[src/rtl/alu_result_collector_pkg.sv]
// Shared ALU definitions: widths, unit count and the opcode encoding used by
// both the operand-side decoder and the result collector.
package alu_result_collector_pkg;

  localparam int ALU_WIDTH     = 32;
  localparam int ALU_NUM_UNITS = 16;
  localparam int OPCODE_W      = 5;

  typedef enum logic [OPCODE_W-1:0] {
    OP_ADD  = 5'd0,
    OP_ADC  = 5'd1,
    OP_SUB  = 5'd2,
    OP_SBB  = 5'd3,
    OP_MUL  = 5'd4,
    OP_FADD = 5'd5,
    OP_FSUB = 5'd6,
    OP_FMUL = 5'd7,
    OP_AND  = 5'd8,
    OP_OR   = 5'd9,
    OP_XOR  = 5'd10,
    OP_NAND = 5'd11,
    OP_NOR  = 5'd12,
    OP_XNOR = 5'd13,
    OP_NOT  = 5'd14,
    OP_NEG  = 5'd15
  } alu_op_e;

  // Unit i is the producer of opcode i, so the tag is the index zero-extended.
  function automatic logic [OPCODE_W-1:0] unit_to_opcode(input int unit_idx);
    return OPCODE_W'(unit_idx);
  endfunction

endpackage

[src/rtl/alu_result_collector_if.sv]
// Result-side and writeback-side bundle of the ALU result collector.
interface alu_result_collector_if #(
  parameter int WIDTH     = alu_result_collector_pkg::ALU_WIDTH,
  parameter int NUM_UNITS = alu_result_collector_pkg::ALU_NUM_UNITS,
  parameter int DEPTH     = 4
);
  import alu_result_collector_pkg::*;

  // Handshake: a transfer happens in a cycle where valid & ready are both
  // high at the rising edge. A producer that raised valid keeps valid and
  // data stable until it sees ready; ready may depend on valid, never the
  // other way round.
  logic [NUM_UNITS-1:0]       res_valid;
  logic [NUM_UNITS*WIDTH-1:0] res_data;
  logic [NUM_UNITS-1:0]       res_ready;
  logic                       out_valid;
  logic [WIDTH-1:0]           out_data;
  logic [OPCODE_W-1:0]        out_opcode;
  logic                       out_ready;
  logic [$clog2(DEPTH):0]     count;

  modport master (
    input  res_valid, res_data, out_ready,
    output res_ready, out_valid, out_data, out_opcode, count
  );

  modport slave (
    output res_valid, res_data, out_ready,
    input  res_ready, out_valid, out_data, out_opcode, count
  );

endinterface

[src/rtl/alu_rr_arbiter.sv]
// Combinational round-robin arbiter: the first request at or after rr_ptr,
// wrapping modulo NUM_UNITS, wins. The pointer itself is owned by the caller.
module alu_rr_arbiter #(
  parameter int NUM_UNITS = 16,
  parameter int IW        = $clog2(NUM_UNITS)
) (
  input  logic [NUM_UNITS-1:0] req,
  input  logic [IW-1:0]        rr_ptr,
  input  logic                 en,
  output logic [NUM_UNITS-1:0] gnt,
  output logic [IW-1:0]        idx,
  output logic                 any
);

  function automatic logic [IW-1:0] wrap_add(input logic [IW-1:0] base, input int k);
    int s;
    s = int'(base) + k;
    if (s >= NUM_UNITS) s = s - NUM_UNITS;
    return IW'(s);
  endfunction

  // Scan from the farthest offset down so the nearest request is written last.
  always_comb begin
    gnt = '0;
    idx = '0;
    any = 1'b0;
    for (int k = NUM_UNITS - 1; k >= 0; k--) begin
      if (en && req[wrap_add(rr_ptr, k)]) begin
        idx = wrap_add(rr_ptr, k);
        any = 1'b1;
      end
    end
    if (any) gnt[idx] = 1'b1;
  end

endmodule

[src/rtl/alu_result_collector.sv]
// Collects results from the ALU functional units, arbitrates round-robin,
// tags each result with its opcode and queues it for writeback.
module alu_result_collector
  import alu_result_collector_pkg::*;
#(
  parameter int WIDTH     = ALU_WIDTH,
  parameter int NUM_UNITS = ALU_NUM_UNITS,
  parameter int DEPTH     = 4
) (
  input logic                   clk,
  input logic                   rst,
  alu_result_collector_if.master bus
);

  localparam int PW = $clog2(DEPTH);
  localparam int CW = PW + 1;
  localparam int IW = $clog2(NUM_UNITS);
  localparam logic [CW-1:0] FULL = CW'(DEPTH);

  logic [CW-1:0]        count_q;
  logic [PW-1:0]        wr_ptr;
  logic [PW-1:0]        rd_ptr;
  logic [IW-1:0]        rr_ptr;
  logic [IW-1:0]        rr_next;
  logic [IW-1:0]        win_idx;
  logic [NUM_UNITS-1:0] gnt;
  logic                 any_gnt;
  logic                 push;
  logic                 pop;
  logic                 space;
  logic                 arb_en;
  logic                 not_empty;
  logic [WIDTH-1:0]     win_data;

  logic [WIDTH-1:0]     data_mem [DEPTH];
  logic [OPCODE_W-1:0]  tag_mem  [DEPTH];

  assign not_empty = (count_q != '0);
  assign pop       = not_empty & bus.out_ready;
  // A pop frees a slot in the same cycle, so a full FIFO can still accept.
  assign space     = (count_q < FULL) | pop;
  assign arb_en    = space & ~rst;

  alu_rr_arbiter #(
    .NUM_UNITS (NUM_UNITS),
    .IW        (IW)
  ) u_arb (
    .req    (bus.res_valid),
    .rr_ptr (rr_ptr),
    .en     (arb_en),
    .gnt    (gnt),
    .idx    (win_idx),
    .any    (any_gnt)
  );

  assign push     = any_gnt;
  assign win_data = bus.res_data[int'(win_idx)*WIDTH +: WIDTH];
  assign rr_next  = (int'(win_idx) == NUM_UNITS - 1) ? '0 : win_idx + IW'(1);

  always_ff @(posedge clk or posedge rst) begin
    if (rst) begin
      count_q <= '0;
      wr_ptr  <= '0;
      rd_ptr  <= '0;
      rr_ptr  <= '0;
    end else begin
      if (push) begin
        wr_ptr <= wr_ptr + PW'(1);
        rr_ptr <= rr_next;
      end
      if (pop) rd_ptr <= rd_ptr + PW'(1);
      case ({push, pop})
        2'b10:   count_q <= count_q + CW'(1);
        2'b01:   count_q <= count_q - CW'(1);
        default: count_q <= count_q;
      endcase
    end
  end

  // Storage needs no reset: entries beyond count are never shown at the head.
  always_ff @(posedge clk) begin
    if (push) begin
      data_mem[wr_ptr] <= win_data;
      tag_mem[wr_ptr]  <= unit_to_opcode(int'(win_idx));
    end
  end

  assign bus.res_ready  = gnt;
  assign bus.out_valid  = not_empty;
  assign bus.out_data   = not_empty ? data_mem[rd_ptr] : '0;
  assign bus.out_opcode = not_empty ? tag_mem[rd_ptr] : '0;
  assign bus.count      = count_q;

  grant_onehot_a: assert property (@(posedge clk) disable iff (rst) $onehot0(bus.res_ready));
  count_bound_a:  assert property (@(posedge clk) disable iff (rst) count_q <= FULL);

endmodule

[src/flat_wrapper.sv]
// flat-port wrapper written by rule: the top's interface ports become plain ports
module alu_result_collector_flat import alu_result_collector_pkg::*;
#(
  parameter int WIDTH     = ALU_WIDTH,
  parameter int NUM_UNITS = ALU_NUM_UNITS,
  parameter int DEPTH     = 4
)
  (clk, rst, bus_res_valid, bus_res_data, bus_out_ready, bus_res_ready, bus_out_valid, bus_out_data, bus_out_opcode, bus_count);
  alu_result_collector_if #(.WIDTH(WIDTH), .NUM_UNITS(NUM_UNITS), .DEPTH(DEPTH)) bus_i ();
  input logic clk;
  input logic rst;
  input wire logic [$bits(bus_i.res_valid)-1:0] bus_res_valid;
  input wire logic [$bits(bus_i.res_data)-1:0] bus_res_data;
  input wire logic [$bits(bus_i.out_ready)-1:0] bus_out_ready;
  output wire logic [$bits(bus_i.res_ready)-1:0] bus_res_ready;
  output wire logic [$bits(bus_i.out_valid)-1:0] bus_out_valid;
  output wire logic [$bits(bus_i.out_data)-1:0] bus_out_data;
  output wire logic [$bits(bus_i.out_opcode)-1:0] bus_out_opcode;
  output wire logic [$bits(bus_i.count)-1:0] bus_count;
  assign bus_i.res_valid = bus_res_valid;
  assign bus_i.res_data = bus_res_data;
  assign bus_i.out_ready = bus_out_ready;
  assign bus_res_ready = bus_i.res_ready;
  assign bus_out_valid = bus_i.out_valid;
  assign bus_out_data = bus_i.out_data;
  assign bus_out_opcode = bus_i.out_opcode;
  assign bus_count = bus_i.count;
  alu_result_collector #(.WIDTH(WIDTH), .NUM_UNITS(NUM_UNITS), .DEPTH(DEPTH)) u_core (.clk(clk), .rst(rst), .bus(bus_i));
endmodule
[config.mk]
export PLATFORM = sky130hd
export DESIGN_NAME = alu_result_collector_flat
export DESIGN_NICKNAME = d
export VERILOG_FILES = /design/src/rtl/alu_result_collector_pkg.sv /design/src/rtl/alu_result_collector_if.sv /design/src/rtl/alu_rr_arbiter.sv /design/src/rtl/alu_result_collector.sv /design/src/flat_wrapper.sv
export SDC_FILE = /design/constraint.sdc
export NUM_CORES = 1
export LEC_CHECK = 0
export CAP_MARGIN = 10
export CORE_AREA = 3 3 227 229
export DETAILED_ROUTE_END_ITERATION = 8
export DIE_AREA = 0 0 230 232
export HOLD_SLACK_MARGIN = 0.08
export MAX_ROUTING_LAYER = met4
export PLACE_DENSITY = 0.55
export SLEW_MARGIN = 5
export SYNTH_ARGS = -nofsm -noshare
export SYNTH_HDL_FRONTEND = slang
export SYNTH_SLANG_ARGS = --single-unit
[constraint.sdc]
create_clock -name clk -period 10.2 [get_ports clk]
set_clock_uncertainty 0.2 [all_clocks]
set_input_delay 2.04 -clock clk [delete_from_list [all_inputs] [get_ports clk]]
set_output_delay 2.04 -clock clk [all_outputs]
set_load 0.1 [all_outputs]
# Yosys cells after proc, flatten, opt, wreduce, memory -nomap -nowiden
# Memories as Yosys holds them, arrays and structs flattened.
# Cells that the tools add are included.
[totals]
n_memories = 2
out_inout_bits = 57
reg_bits = 11
ramBits = 144
elab_cells = 193
in_bits = 531
[classes]
shifts = 1
eq_ne = 3
n_mux = 89
n_bitwise = 4
reduce_logical = 19
order_cmp = 35
add_sub_neg = 36
[mem_list]
columns = ["name", "depth", "width", "rd", "rd_clocked_by_memory_dff", "write_ports", "line", "rtl"]
rows = [
  ["u_core.data_mem", 4, 32, 1, 0, 1, "alu_result_collector.sv:35", "logic [WIDTH-1:0] data_mem [DEPTH];"],
  ["u_core.tag_mem", 4, 4, 1, 0, 1, "alu_result_collector.sv:36", "logic [OPCODE_W-1:0] tag_mem [DEPTH];"],
]
[op_table]
columns = ["op", "n"]
rows = [
  ["512-bit by 10-bit indexed part select with 32-bit output", 1],
  ["4-bit 2-to-1 mux", 33],
  ["4-bit by 5-bit < comparator with 1-bit output (second input constant)", 17],
  ["5-bit >= comparator (second input constant)", 15],
  ["1-bit binary-select mux with 4-bit select", 16],
  ["4-bit by 1-bit subtractor with 4-bit output (second input constant)", 16],
  ["4-bit by 4-bit adder with 5-bit output (second input constant)", 8],
  ["1-bit 2-to-1 mux", 35],
  ["32-bit 2-to-1 mux", 1],
  ["4-bit by 3-bit adder with 5-bit output (second input constant)", 4],
  ["1-bit logical AND", 17],
  ["16-bit 2-to-1 mux", 1],
  ["4-bit by 2-bit adder with 5-bit output (second input constant)", 2],
  ["3-bit case mux with 2 select lines", 1],
  ["4-bit by 1-bit adder with 5-bit output (second input constant)", 1],
  ["4-bit by 5-bit >= comparator with 1-bit output (second input constant)", 1],
  ["5-bit 2-to-1 mux", 1],
  ["2-bit by 1-bit adder with 2-bit output (second input constant)", 2],
  ["4-bit by 1-bit adder with 4-bit output (second input constant)", 1],
  ["1-bit demux with 4-bit select", 1],
  ["4-bit by 1-bit == test with 1-bit output (second input constant)", 1],
  ["4-bit by 1-bit >= comparator with 1-bit output (second input constant)", 1],
  ["3-bit by 1-bit adder with 3-bit output (second input constant)", 1],
  ["3-bit < comparator (second input constant)", 1],
  ["8 further kinds", 9],
]

# Longest topological paths before layout
[logic_depth]
word_depth = 27
depth_mapped = 22
depth_no_buf = 16

# Cells and area by module
# A second synthesis with hierarchy kept.
[unflattened]
hier_cells = 884
hier_area_um2 = 12430.7
[modules_own_cells]
columns = ["module", "cells_per_inst", "n_inst", "seq_area_each_um2", "area_each_um2"]
rows = [
  ["alu_result_collector", 557, 1, 4599.4, 9818.2],
  ["alu_rr_arbiter", 327, 1, 0.0, 2612.5],
]

# Least setup slack after synthesis
# No wires, ideal clock.
[synth_path]
kind = "input to output"
from = "input port bus_res_valid[4]"
to = "output port bus_res_ready[11]"
n_path_buf = 3
path_slack_ps = 1983
required_time_ps = 7960
path_stages = 14
arrival_time_ps = 5977
path_cell_list = "mux4_2 -> mux2_2 -> and3_1 -> nor2_1 -> o211ai_1 -> o211a_1 -> o211ai_1 -> and3_1 -> clkbuf_2 -> buf_6 -> buf_2 -> ha_1 -> nand2_1 -> nor2_1"
[synth_via]
elab_chain_cells = 24
elab_cells_between_ends = 86
cone_classes = "order compare (2); mux (67); reduce/logical (17)"
[synth_lines]
columns = ["item", "line", "rtl"]
rows = [
  ["start, declared", "flat_wrapper.sv:12", "input wire logic [$bits(bus_i.res_valid)-1:0] bus_res_valid;"],
  ["1-bit binary-select mux with 4-bit select", "alu_rr_arbiter.sv:28", "if (en && req[wrap_add(rr_ptr, k)]) begin"],
  ["1-bit 2-to-1 mux (implied by the code)", "alu_rr_arbiter.sv:28", ""],
  ["1-bit logical AND", "alu_rr_arbiter.sv:28", ""],
  ["4-bit 2-to-1 mux (15 in a row)", "alu_rr_arbiter.sv:28", ""],
  ["4-bit 2-to-1 mux *", "alu_rr_arbiter.sv:28", ""],
  ["net u_core.u_arb.idx[1]", "alu_rr_arbiter.sv:11", "output logic [IW-1:0] idx,"],
  ["4-bit by 5-bit < comparator with 1-bit output (implied by the code) / 4-bit by 1-bit >= comparator with 1-bit output (equally long branches)", "alu_rr_arbiter.sv:33", "if (any) gnt[idx] = 1'b1;"],
  ["1-bit logical AND (implied by the code)", "alu_rr_arbiter.sv:33", ""],
  ["1-bit 2-to-1 mux (implied by the code)", "alu_rr_arbiter.sv:33", ""],
  ["1-bit demux with 4-bit select *", "alu_rr_arbiter.sv:33", ""],
  ["16-bit 2-to-1 mux *", "alu_rr_arbiter.sv:33", ""],
  ["end, declared", "flat_wrapper.sv:15", "output wire logic [$bits(bus_i.res_ready)-1:0] bus_res_ready;"],
]
# The timed path passes the listed nets; every way through them passes the cells marked *. The select of a mux whose other input is x is not followed.

# Worst setup path after layout
[layout_path]
from = "input port bus_out_ready"
to = "output port bus_res_ready[5]"
[layout_via]
elab_chain_cells = 25
elab_cells_between_ends = 57
cone_classes = "order compare (2); mux (35); bitwise (3); reduce/logical (17)"
[layout_lines]
columns = ["item", "line", "rtl"]
rows = [
  ["start, declared", "flat_wrapper.sv:14", "input wire logic [$bits(bus_i.out_ready)-1:0] bus_out_ready;"],
  ["1-bit AND *", "alu_result_collector.sv:39", "assign pop = not_empty & bus.out_ready;"],
  ["1-bit OR *", "alu_result_collector.sv:41", "assign space = (count_q < FULL) | pop;"],
  ["1-bit AND *", "alu_result_collector.sv:42", "assign arb_en = space & ~rst;"],
  ["1-bit logical AND", "alu_rr_arbiter.sv:28", ""],
  ["4-bit 2-to-1 mux (16 in a row)", "alu_rr_arbiter.sv:28", ""],
  ["4-bit by 5-bit < comparator with 1-bit output (implied by the code) / 4-bit by 1-bit >= comparator with 1-bit output (equally long branches)", "alu_rr_arbiter.sv:33", ""],
  ["1-bit logical AND (implied by the code)", "alu_rr_arbiter.sv:33", ""],
  ["1-bit 2-to-1 mux (implied by the code)", "alu_rr_arbiter.sv:33", ""],
  ["1-bit demux with 4-bit select", "alu_rr_arbiter.sv:33", ""],
  ["16-bit 2-to-1 mux *", "alu_rr_arbiter.sv:33", ""],
]
# Every way passes the cells marked *; elsewhere a longest branch is shown, timed or not.

==> impl_metrics.csv <==
group,metric,value,unit
synth,postSynth.topFlopCell,"edfxtp_1",
sta,tns,0,ns
setup_path,crit_required,7.96,ns
placed_design,dp_hpwl,47.8,mm
sta,timing.fmax,0.114,GHz
cells_and_area,fin_area,0.0194,mm2
clock_network,cts_tree,"yes",
placed_design,dp_slack,1.45,ns
setup_path,reg2regPathDepth,14,
synth,mappedNetlistNets,1454,
setup_path,slowest_delay,1.15,ns
clock_network,cts_setup_buffers,0,
sta,worst_pin_slew,1.15,ns
cells_and_area,drive_gt1_frac,0.197,
placed_design,place_area,0.0188,mm2
routing,routed_wl,59.7,mm
sta,layout_min_cycle_time,8.78,ns
clock_network,clk_pin_slew,0.07,ns
job,maxCapViolations,0,
clock_network,clock_latency,0.42,ns
grt,grt_max_degree,135,
synth,synth_edf_count,144,
sta,worst_slack,1.42,ns
placed_design,io_buffers,586,
routing,first_iter_violations,815,
floorplan,die-height,232,um
min_path,hp-class,"register to register",
sta,finalSetupViolCount,0,
cells_and_area,area_growth,57.4,%
setup_path,path_cells,"clkdlybuf4s50_1 -> nor2b_1 -> or2_2 -> nor2_1 -> a2bb2oi_2 -> o21ai_0 -> a2111oi_2 -> o211ai_1 -> and3_4 -> inv_2 -> ha_1 -> nand2_1 -> nor2_1 -> clkdlybuf4s50_1",
synth,yosysWarnings,0,
synth,ys_async_sr_fraction,0.0710,
clock_network,clock_sinks,155,
clock_network,postCtsHoldBufs,0,
synth,synth_area,0.0124,mm2
setup_path,crit_path_start,"bus_out_ready",
min_path,holdCritStartpoint,"u_core.bus.count[2]$_DFFE_PP0P_",
setup_path,worst_path_max_delay_cell,"clkdlybuf4s50_1",
synth,avgSynthCellArea,13.6,um2
routing,via_per_inst,5.14,
routing,route.detailed.drc,0,
synth,syn_inst,906,
floorplan,core,0.0499,mm2
routing,vias,11073,
status,status,"completed",
clock_network,clock_path_buffers,2,
sta,rsz0062_at_grt,"false",
grt,grtUsageTotal,0.222,
grt,antenna_found_initial,25,
setup_path,cp-start-kind,"input port",
setup_path,path_max_fanout,21,
sta,slew_headroom,0.231,
routing,ant_nets,0,
synth,synth_cell_type_count,76,
routing,detail_route.wl_per_cell,27.7,um
floorplan,rows,82,
placed_design,gp_congestion,0.932,
synth,seq_area_frac_synth,0.372,
sta,drv_slew,0,
floorplan,die_w,230,um
routing,dr.pass1.iters,5,
floorplan,ios,588,
setup_path,arrival,6.54,ns
setup_path,endpoint_kind,"output pin",
clock_network,root_buffer,"clkbuf_16",
clock_network,htreeDepth,4,
clock_network,numCtsBuffers,17,
grt,gr-total-overflow,0,
grt,grt_pass1_vias,11316,
floorplan,fp.dieArea,0.0534,mm2
synth,synth-seq-cells,155,
setup_path,r2r_start,"u_core.rr_ptr[0]$_DFFE_PP0P_",
floorplan,floorplan.initialDensity,0.248,
setup_path,path_class,"input port to output pin",
sta,timing.hold.ws,0.324,ns
grt,grt_first_pass_wirelength,82.9,mm
clock_network,post_cts_resized,0,
cells_and_area,fin_nets,2000,
min_path,hold_depth,1,
sta,period_share,0.861,
cells_and_area,fillers,4817,
sta,final_hold_viol_count,0,
[worst max-delay path: cells and delay by family]
| family | cells | cell delay, ns |
|---|---|---|
| buf+inv | 3 | 1.66 |
| compound gates | 4 | 1.00 |
| simple gates | 6 | 1.66 |
| fa+ha+maj | 1 | 0.15 |
[flip-flops by register name, indices dropped and copies added, names as in the netlist]
register          cells
u_core.bus.count      3
u_core.wr_ptr         2
u_core.rr_ptr         4
u_core.rd_ptr         2
u_core.tag_mem       16
u_core.data_mem     128
[final timing paths]
kind | endpoint | slack (ns)
hold reg to reg | u_core.bus.count[2]$_DFFE_PP0P_ | 0.32
setup reg to reg | u_core.data_mem[1][25]$_DFFE_PP_ | 2.43
hold / removal | u_core.bus.count[2]$_DFFE_PP0P_ | 0.32
min in group asynchronous | u_core.bus.count[2]$_DFFE_PP0P_ | 1.99
max in group asynchronous | u_core.rd_ptr[1]$_DFFE_PP0P_ | 7.41
setup / recovery | bus_res_ready[5] | 1.42
[cell usage after synthesis, drive strengths merged (16+ instances only)]
cell    number  area (um2)
mux2i       25         250
nor2        32         120
o21ai       16        80.1
mux2        16         188
mux4       183        4130
a22oi       40         300
ha          16         200
edfxtp     144        4320
buf         47         309
nand3       76         380
inv         20        75.1
clkbuf      35         133
and2        46         288
nand2       59         221
[stage by stage]
step / instances / utilization
3_5_place_dp: 2105 / 0.377
5_1_grt: 2152 / 0.390
6_report: 2156 / 0.390
4_1_cts: 2137 / 0.389
2_1_floorplan: 906 / -
3_3_place_gp: 2105 / 0.377
[cell type report]
| class | instances | area [um2] | share of cell area |
|---|---|---|---|
| multi-input cells | 649 | 7280 | 0.374 |
| repair buffers | 609 | 6010 | 0.309 |
| flip-flops and latches | 155 | 4600 | 0.237 |
| well taps | 672 | 841 | 0.0432 |
| clock buffers | 17 | 425 | 0.0219 |
| clock inverters | 15 | 158 | 0.00811 |
| inverters | 20 | 75.1 | 0.00386 |
| diodes | 19 | 47.5 | 0.00245 |
[routing by layer]
layer,share of wire,global-route usage
met3,0.095,0.0612
met4,0.011,0.0304
met1,0.43,0.302
met2,0.46,0.340
met5,0,-
[placed cells by master (no fill, tap or decap), drive strengths merged, types with 17 or more instances in the layout]
cell           netlist  final
clkdlybuf4s50        0    571
nor2                32     32
edfxtp             144    144
nand2               59     59
nand3               76     76
inv                 20     27
diode                0     19
buf                 47     38
mux2i               25     25
a22oi               40     40
clkbuf              35     17
mux4               183    183
and2                46     46
[logic make-up after synthesis]
group                      count (synthesis)  share of synthesized area
and+or+nand+nor                          256                      0.104
muxes                                    224                      0.370
DFF                                      155                      0.372
AOI/OAI and AO/OA                        132                     0.0804
buffers and inverters                    102                     0.0418
xor gates and xnor gates                  19                     0.0135
adders and majority gates                 17                     0.0178
other                                      1                   0.000304
Power is left out: the tool's default activity adds up to more than one toggle a clock period on the data nets, which glitch-free logic cannot reach.
